$ cat config.mk
export PLATFORM = sky130hd
export DESIGN_NAME = store_buffer
export DESIGN_NICKNAME = d
export VERILOG_FILES = /design/src/rtl/store_pkg.sv /design/src/rtl/store_align.sv /design/src/rtl/store_buffer.sv
export SDC_FILE = /design/constraint.sdc
export NUM_CORES = 1
export LEC_CHECK = 0
export CAP_MARGIN = 15
export CORE_MARGIN = 2
export CORE_UTILIZATION = 45
export CTS_CLUSTER_DIAMETER = 80
export DETAILED_ROUTE_END_ITERATION = 8
export PLACE_DENSITY = 0.81
export SLEW_MARGIN = 20
export SYNTH_ARGS = -nofsm -noshare
export SYNTH_HDL_FRONTEND = slang
export SYNTH_SLANG_ARGS = --single-unit
$ cat constraint.sdc
create_clock -name clk -period 3.7 [get_ports clk]
set_input_delay 0.74 -clock clk [delete_from_list [all_inputs] [get_ports clk]]
set_output_delay 0.74 -clock clk [all_outputs]
set_load 0.01 [all_outputs]
$ cat src/rtl/store_pkg.sv
// Shared definitions for the store path.
//   SB / SH / SW : funct3 encodings of the supported store widths
//   st_entry_t   : one buffered store {word address, lane-aligned data, byte strobes}
package store_pkg;

    localparam logic [2:0] SB = 3'b000;
    localparam logic [2:0] SH = 3'b001;
    localparam logic [2:0] SW = 3'b010;

    typedef struct packed {
        logic [29:0] waddr;
        logic [31:0] data;
        logic [3:0]  strb;
    } st_entry_t;

endpackage

$ cat src/rtl/store_align.sv
// Combinational store aligner: replicates the significant low bytes of rs2
// across the word, builds byte strobes from the address offset and flags
// misaligned or unsupported stores.
//   funct3 : store width (SB/SH/SW)
//   addr   : byte address of the store
//   rs2    : unaligned store data
//   entry  : aligned {waddr, data, strb}
//   err    : misaligned access or illegal funct3
module store_align
    import store_pkg::*;
(
    input  logic [2:0]  funct3,
    input  logic [31:0] addr,
    input  logic [31:0] rs2,
    output st_entry_t   entry,
    output logic        err
);

    logic [1:0] off;
    assign off = addr[1:0];

    always_comb begin
        entry.waddr = addr[31:2];
        entry.data  = rs2;
        entry.strb  = 4'b0000;
        err         = 1'b0;
        case (funct3)
            SB: begin
                entry.data = {4{rs2[7:0]}};
                entry.strb = 4'b0001 << off;
            end
            SH: begin
                entry.data = {2{rs2[15:0]}};
                entry.strb = 4'b0011 << off;
                err        = off[0];
            end
            SW: begin
                entry.strb = 4'b1111;
                err        = (off != 2'b00);
            end
            default: err = 1'b1;
        endcase
    end

endmodule

$ cat src/rtl/store_buffer.sv
// In-order store buffer between execute and the data-memory write master.
// Aligned stores are queued in a DEPTH-entry FIFO and drained over a
// valid/ready handshake; pending entries are compared against the load
// word address so the pipeline can stall a conflicting load.
//   clk, rst                 : clock, synchronous active-high reset
//   i_st_valid / o_st_ready  : store request handshake (ready = !full)
//   i_funct3, i_ALUout, i_rs2: store width, byte address, data
//   o_st_err                 : current request misaligned / illegal (dropped)
//   o_DM_valid / i_DM_ready  : head entry handshake toward memory
//   o_DM_addr, o_DM_DO, o_DM_WSTRB : head entry word address, data, strobes
//   i_ld_addr / o_ld_hazard  : load address and overlap with any pending store
//   o_empty                  : no pending stores
module store_buffer
    import store_pkg::*;
#(
    parameter int DEPTH = 2
) (
    input  logic        clk,
    input  logic        rst,
    input  logic        i_st_valid,
    output logic        o_st_ready,
    input  logic [2:0]  i_funct3,
    input  logic [31:0] i_ALUout,
    input  logic [31:0] i_rs2,
    output logic        o_st_err,
    output logic        o_DM_valid,
    input  logic        i_DM_ready,
    output logic [31:0] o_DM_addr,
    output logic [31:0] o_DM_DO,
    output logic [3:0]  o_DM_WSTRB,
    input  logic [31:0] i_ld_addr,
    output logic        o_ld_hazard,
    output logic        o_empty
);

    localparam int AW = $clog2(DEPTH);
    localparam int PW = AW + 1;

    st_entry_t     al_entry;
    logic          al_err;
    st_entry_t     mem [DEPTH];
    logic [PW-1:0] wr_ptr;
    logic [PW-1:0] rd_ptr;
    logic [PW-1:0] count;
    logic [AW-1:0] slot;
    logic          full;
    logic          empty;
    logic          enq;
    logic          deq;
    logic          unused_ld_off;

    store_align u_align (
        .funct3 (i_funct3),
        .addr   (i_ALUout),
        .rs2    (i_rs2),
        .entry  (al_entry),
        .err    (al_err)
    );

    // Extra pointer MSB distinguishes full from empty when the slot bits match.
    assign full  = (wr_ptr[AW] != rd_ptr[AW]) && (wr_ptr[AW-1:0] == rd_ptr[AW-1:0]);
    assign empty = (wr_ptr == rd_ptr);
    assign count = wr_ptr - rd_ptr;

    assign o_st_ready = !full;
    assign o_st_err   = i_st_valid && al_err;
    assign o_empty    = empty;
    assign o_DM_valid = !empty;

    // Readiness depends only on registered fullness, so a dequeue in the same
    // cycle never lets a store slip into a full buffer.
    assign enq = i_st_valid && o_st_ready && !al_err;
    assign deq = o_DM_valid && i_DM_ready;

    assign o_DM_addr  = {mem[rd_ptr[AW-1:0]].waddr, 2'b00};
    assign o_DM_DO    = mem[rd_ptr[AW-1:0]].data;
    assign o_DM_WSTRB = mem[rd_ptr[AW-1:0]].strb;

    always_ff @(posedge clk) begin
        if (rst) begin
            wr_ptr <= '0;
            rd_ptr <= '0;
            for (int i = 0; i < DEPTH; i++) begin
                mem[i] <= '0;
            end
        end else begin
            if (enq) begin
                mem[wr_ptr[AW-1:0]] <= al_entry;
                wr_ptr              <= wr_ptr + 1'b1;
            end
            if (deq) begin
                rd_ptr <= rd_ptr + 1'b1;
            end
        end
    end

    // Walk occupied slots starting at the head; the head stays covered until
    // its handshake completes.
    always_comb begin
        o_ld_hazard = 1'b0;
        slot        = '0;
        for (int k = 0; k < DEPTH; k++) begin
            slot = rd_ptr[AW-1:0] + AW'(k);
            if ((PW'(k) < count) && (mem[slot].waddr == i_ld_addr[31:2])) begin
                o_ld_hazard = 1'b1;
            end
        end
    end

    assign unused_ld_off = &{1'b0, i_ld_addr[1:0]};

endmodule
==> impl_summary.md <==
Routing
The total detailed-routing wirelength is 17.9 mm. The first TritonRoute pass finished after 5 iterations. The detailed router finished its first iteration with 174 violations. Dividing the detail-routed wire length by the instance count gives 18.4 um.

The post-route antenna net violation count is 0. The number of vias per cell is 5.13. The detailed-route via count is 5003. For this run, design rule violations remaining after detail routing come to 0.

Power and ir drop
The power per unit of standard cell area is 439 nW/um^2. In this run the static leakage power is 0.00358 uW. The largest voltage drop on the vdd net is 335 uV.

Global route
The maximum number of pins on one net before global-route repair is 37. In the global route stage, overall resource usage came out at 0.209. For met3 alone, demand over resource in global routing was 0.0671. In the global route stage, met2 resource usage came out at 0.355. For this run, global-route usage on met1 was measured as 0.247.

The number of antenna violations at the first check in global routing is 1. The global-route wire length before repair is 27.7 mm. The most used routing layer is met2. For this run the aggregate overflow at the end of global routing stands at 0.

The number of global-route vias before repair is 5258.

Final layout
The design area is 9960 um^2. Relative to the synthesized area, the layout overhead comes to 36.6%. In the final layout, the share of cells above drive strength 1 is 0.183. Once layout is complete, the utilization of the core stands at 0.627. Registers take 4070 um^2. 0 antenna diodes ended up in the layout. Excluding fillers, the count of instances in the completed layout stands at 975. The final layout contains 850 nets. In the final layout, the multi-input gates occupy 3080 um^2. The filler cells instantiated in the layout total 1251.

Clock tree
The clock buffer count from CTS is 17. CTS placed an instance of sky130_fd_sc_hd__clkbuf_16 at the clock tree root. No sink is reached through more buffers than the 2 on the longest clock path. The H-tree was split into 4 levels. The insertion delay to the later sink of the worst-skew pair is 0.41 ns.

For this design, the sink count on the clock tree is 137. After clock tree synthesis, the flow added hold-fix buffers numbering 0. After clock tree synthesis, the clock-pin slew on the worst setup and hold paths is 0.06 ns. TritonCTS built the clock tree.

Timing
Setup violations remaining at the end of the flow were counted as 0. After routing, the total negative slack on setup checks comes to 0 ns. The timing-limited maximum frequency is 0.292 GHz. The worst hold slack is 0.537 ns. The setup clock skew after layout is 0.00745 ns. The minimum clock period is 3.42 ns. The count of final max-slew check failures is 0. Setup repair after global routing left no endpoint under its margin. The final number of hold-violating endpoints is 0.

The final worst-path cycle share is 0.925.

Die
The floorplan step defined a die boundary enclosing 17200 um^2. From bottom edge to top edge, the die measures 131 um. The floorplan die width is 131 um. In this run the standard cell core region covers 15900 um^2.

For this design the top-level I/O count stands at 176. After floorplanning, the core was divided into 46 placement rows. The initial cell density of the core is 0.459.

Setup path
The worst setup path is launched from a flop. Together, buffers and inverters on the worst path number 2. The flop-to-flop setup slack is 1.20 ns. Data arrives at the worst endpoint at 2.68 ns. The critical path goes through buf_12 > mux2i_1 > xnor2_1 > nor4_2 > nand4_1 > o41ai_2 > dlygate4sd2_1. The standard cell with the maximum stage delay on the critical path is sky130_fd_sc_hd__dfxtp_2. At the worst endpoint, the required time is 2.96 ns.

In this run the worst path has a maximum fanout of 29. The worst setup path is of the flop to output port kind. The kind of cell with the highest combined delay on the critical path is buffers and inverters.

STA classifies the critical path endpoint as an output port. On the worst path, the slowest cell contributes a delay of 0.40 ns.

Synth
Counting flops and latches in the post-synthesis netlist gives 137. The part of the Yosys area used for sequential elements is 0.558. The cell area that synthesis handed to floorplanning was 7290 um^2. The top flip-flop cell by instance count after synthesis is sky130_fd_sc_hd__edfxtp_1.

The mean instance size in the synthesized netlist is 12.9 um^2. The netlist uses 38 different library cells. The count of synthesis-stage warnings from yosys is 0.

The number of enable flip-flop cells after synthesis is 132. After synthesis, the share of flip-flops with an asynchronous set or reset is 0. Counting every instance in the synthesized netlist gives 564.

Place
The placed instances occupy a cell area of 9310 um^2. The number of placed cells counting well taps is 938. The count of buffers inserted at the top-level ports is 171.

After legalization and detailed placement, the total HPWL measured 12.9 mm. The final weighted congestion of routability-driven global placement is 0.871.

Flow run
The count of maximum capacitance violations is 0.

Run status
The run finished with clean final reports.

Min path
The worst hold path belongs to the class flop to flop.
## placed cells by master (no fill, tap or decap), types with 4 or more instances in the layout
cell type / count
sky130_fd_sc_hd__nor2_2: 11
sky130_fd_sc_hd__mux2i_1: 54
sky130_fd_sc_hd__buf_4: 18
sky130_fd_sc_hd__edfxtp_1: 132
sky130_fd_sc_hd__and2_1: 76
sky130_fd_sc_hd__buf_12: 6
sky130_fd_sc_hd__clkbuf_16: 17
sky130_fd_sc_hd__nand2_1: 10
sky130_fd_sc_hd__clkdlybuf4s50_1: 170
sky130_fd_sc_hd__nor2_1: 53
sky130_fd_sc_hd__nor4_1: 7
sky130_fd_sc_hd__xor2_1: 25
sky130_fd_sc_hd__mux2_2: 66
sky130_fd_sc_hd__clkinv_2: 4
sky130_fd_sc_hd__nand4_1: 11
sky130_fd_sc_hd__o21ai_0: 10
sky130_fd_sc_hd__xnor2_1: 41
sky130_fd_sc_hd__clkbuf_1: 4
## worst paths after layout
| path | start | endpoint | cells past startpoint |
|---|---|---|---|
| hold / removal | wr_ptr[1] | wr_ptr[1] | 2 |
| setup / recovery | rd_ptr[0] | o_ld_hazard | 7 |
| setup reg to reg | wr_ptr[0] | mem[0][23] | 7 |
| hold reg to reg | wr_ptr[1] | wr_ptr[1] | 2 |
## power by group
part	internal [uW]	switching [uW]	total, uW	leakage [uW]
Sequential	1780	34.2	1810	0.00141
Combinational	498	421	919	0.00189
Clock	1050	596	1640	0.000277
## through the flow
stage | worst slack, ns | total power (uW)
finish | 0.277 | 4370
global route | 0.115 | 4520
CTS | 0.274 | 4410
detailed placement | -0.216 | 2740
global placement | -0.0821 | 2720
floorplan | 0.248 | 2300
## repair_timing
item                       CTS  global route
setup endpoints to repair    1             0
buffers inserted             5             0
gates resized for setup      6             0
## final cells by class
type / count / share of cell area
multi-input cells: 393 / 0.309
well taps: 216 / 0.0271
inverters: 2 / 0.000754
flip-flops and latches: 137 / 0.409
repair buffers: 195 / 0.197
clock buffers: 21 / 0.0442
clock inverters: 11 / 0.0129
## kinds of logic after synthesis
kind of cell	share of synthesized area
xor+xnor	0.0793
compound gates	0.0160
flops	0.558
simple gates	0.141
buf+inv	0.0283
fa+ha+maj	0.00172
other cells	0.000514
mux	0.176
## worst reg2reg max path, stage by stage, from the launching register on
cell                       delay, ns
sky130_fd_sc_hd__dfxtp_1        0.40
sky130_fd_sc_hd__inv_1          0.13
sky130_fd_sc_hd__ha_1           0.41
sky130_fd_sc_hd__nand2b_1       0.22
sky130_fd_sc_hd__nand3_4        0.13
sky130_fd_sc_hd__or3_4          0.37
sky130_fd_sc_hd__nand2b_4       0.28
sky130_fd_sc_hd__buf_4          0.27
## sequential cells by signal, indices dropped and copies added (netlist names), named ones only
register	cells
mem	132
rd_ptr	2
wr_ptr	2
## cell usage after synthesis, types with 2 or more instances
library cell / n / share of area
sky130_fd_sc_hd__clkbuf_2: 2 / 0.0014
sky130_fd_sc_hd__buf_1: 3 / 0.0015
sky130_fd_sc_hd__a21oi_1: 2 / 0.0014
sky130_fd_sc_hd__xnor2_1: 41 / 0.049
sky130_fd_sc_hd__and2_1: 76 / 0.065
sky130_fd_sc_hd__nand4_1: 11 / 0.0094
sky130_fd_sc_hd__mux2i_1: 54 / 0.074
sky130_fd_sc_hd__inv_1: 2 / 0.0010
sky130_fd_sc_hd__buf_6: 7 / 0.011
sky130_fd_sc_hd__buf_4: 2 / 0.0021
sky130_fd_sc_hd__nand2b_1: 4 / 0.0034
sky130_fd_sc_hd__nand2_1: 10 / 0.0051
sky130_fd_sc_hd__buf_2: 10 / 0.0069
sky130_fd_sc_hd__nor2b_1: 3 / 0.0026
sky130_fd_sc_hd__clkbuf_1: 9 / 0.0046
sky130_fd_sc_hd__nor4_1: 8 / 0.0069
sky130_fd_sc_hd__dfxtp_1: 5 / 0.014
sky130_fd_sc_hd__o21bai_1: 2 / 0.0021
sky130_fd_sc_hd__mux2_2: 66 / 0.10
sky130_fd_sc_hd__nor2_1: 54 / 0.028
sky130_fd_sc_hd__xor2_1: 25 / 0.030
sky130_fd_sc_hd__o21ai_0: 10 / 0.0069
sky130_fd_sc_hd__nor3_1: 3 / 0.0021
sky130_fd_sc_hd__nor2_2: 10 / 0.0086
sky130_fd_sc_hd__edfxtp_1: 132 / 0.54
## metal layers
| layer | vias up | wire [um] |
|---|---|---|
| met5 | - | 13 |
| met4 | 2 | 340 |
| met3 | 26 | 1400 |
| met2 | 214 | 8990 |
| met1 | 2391 | 7170 |
| li1 | 2370 | - |
(Power assumes the default switching activity.)
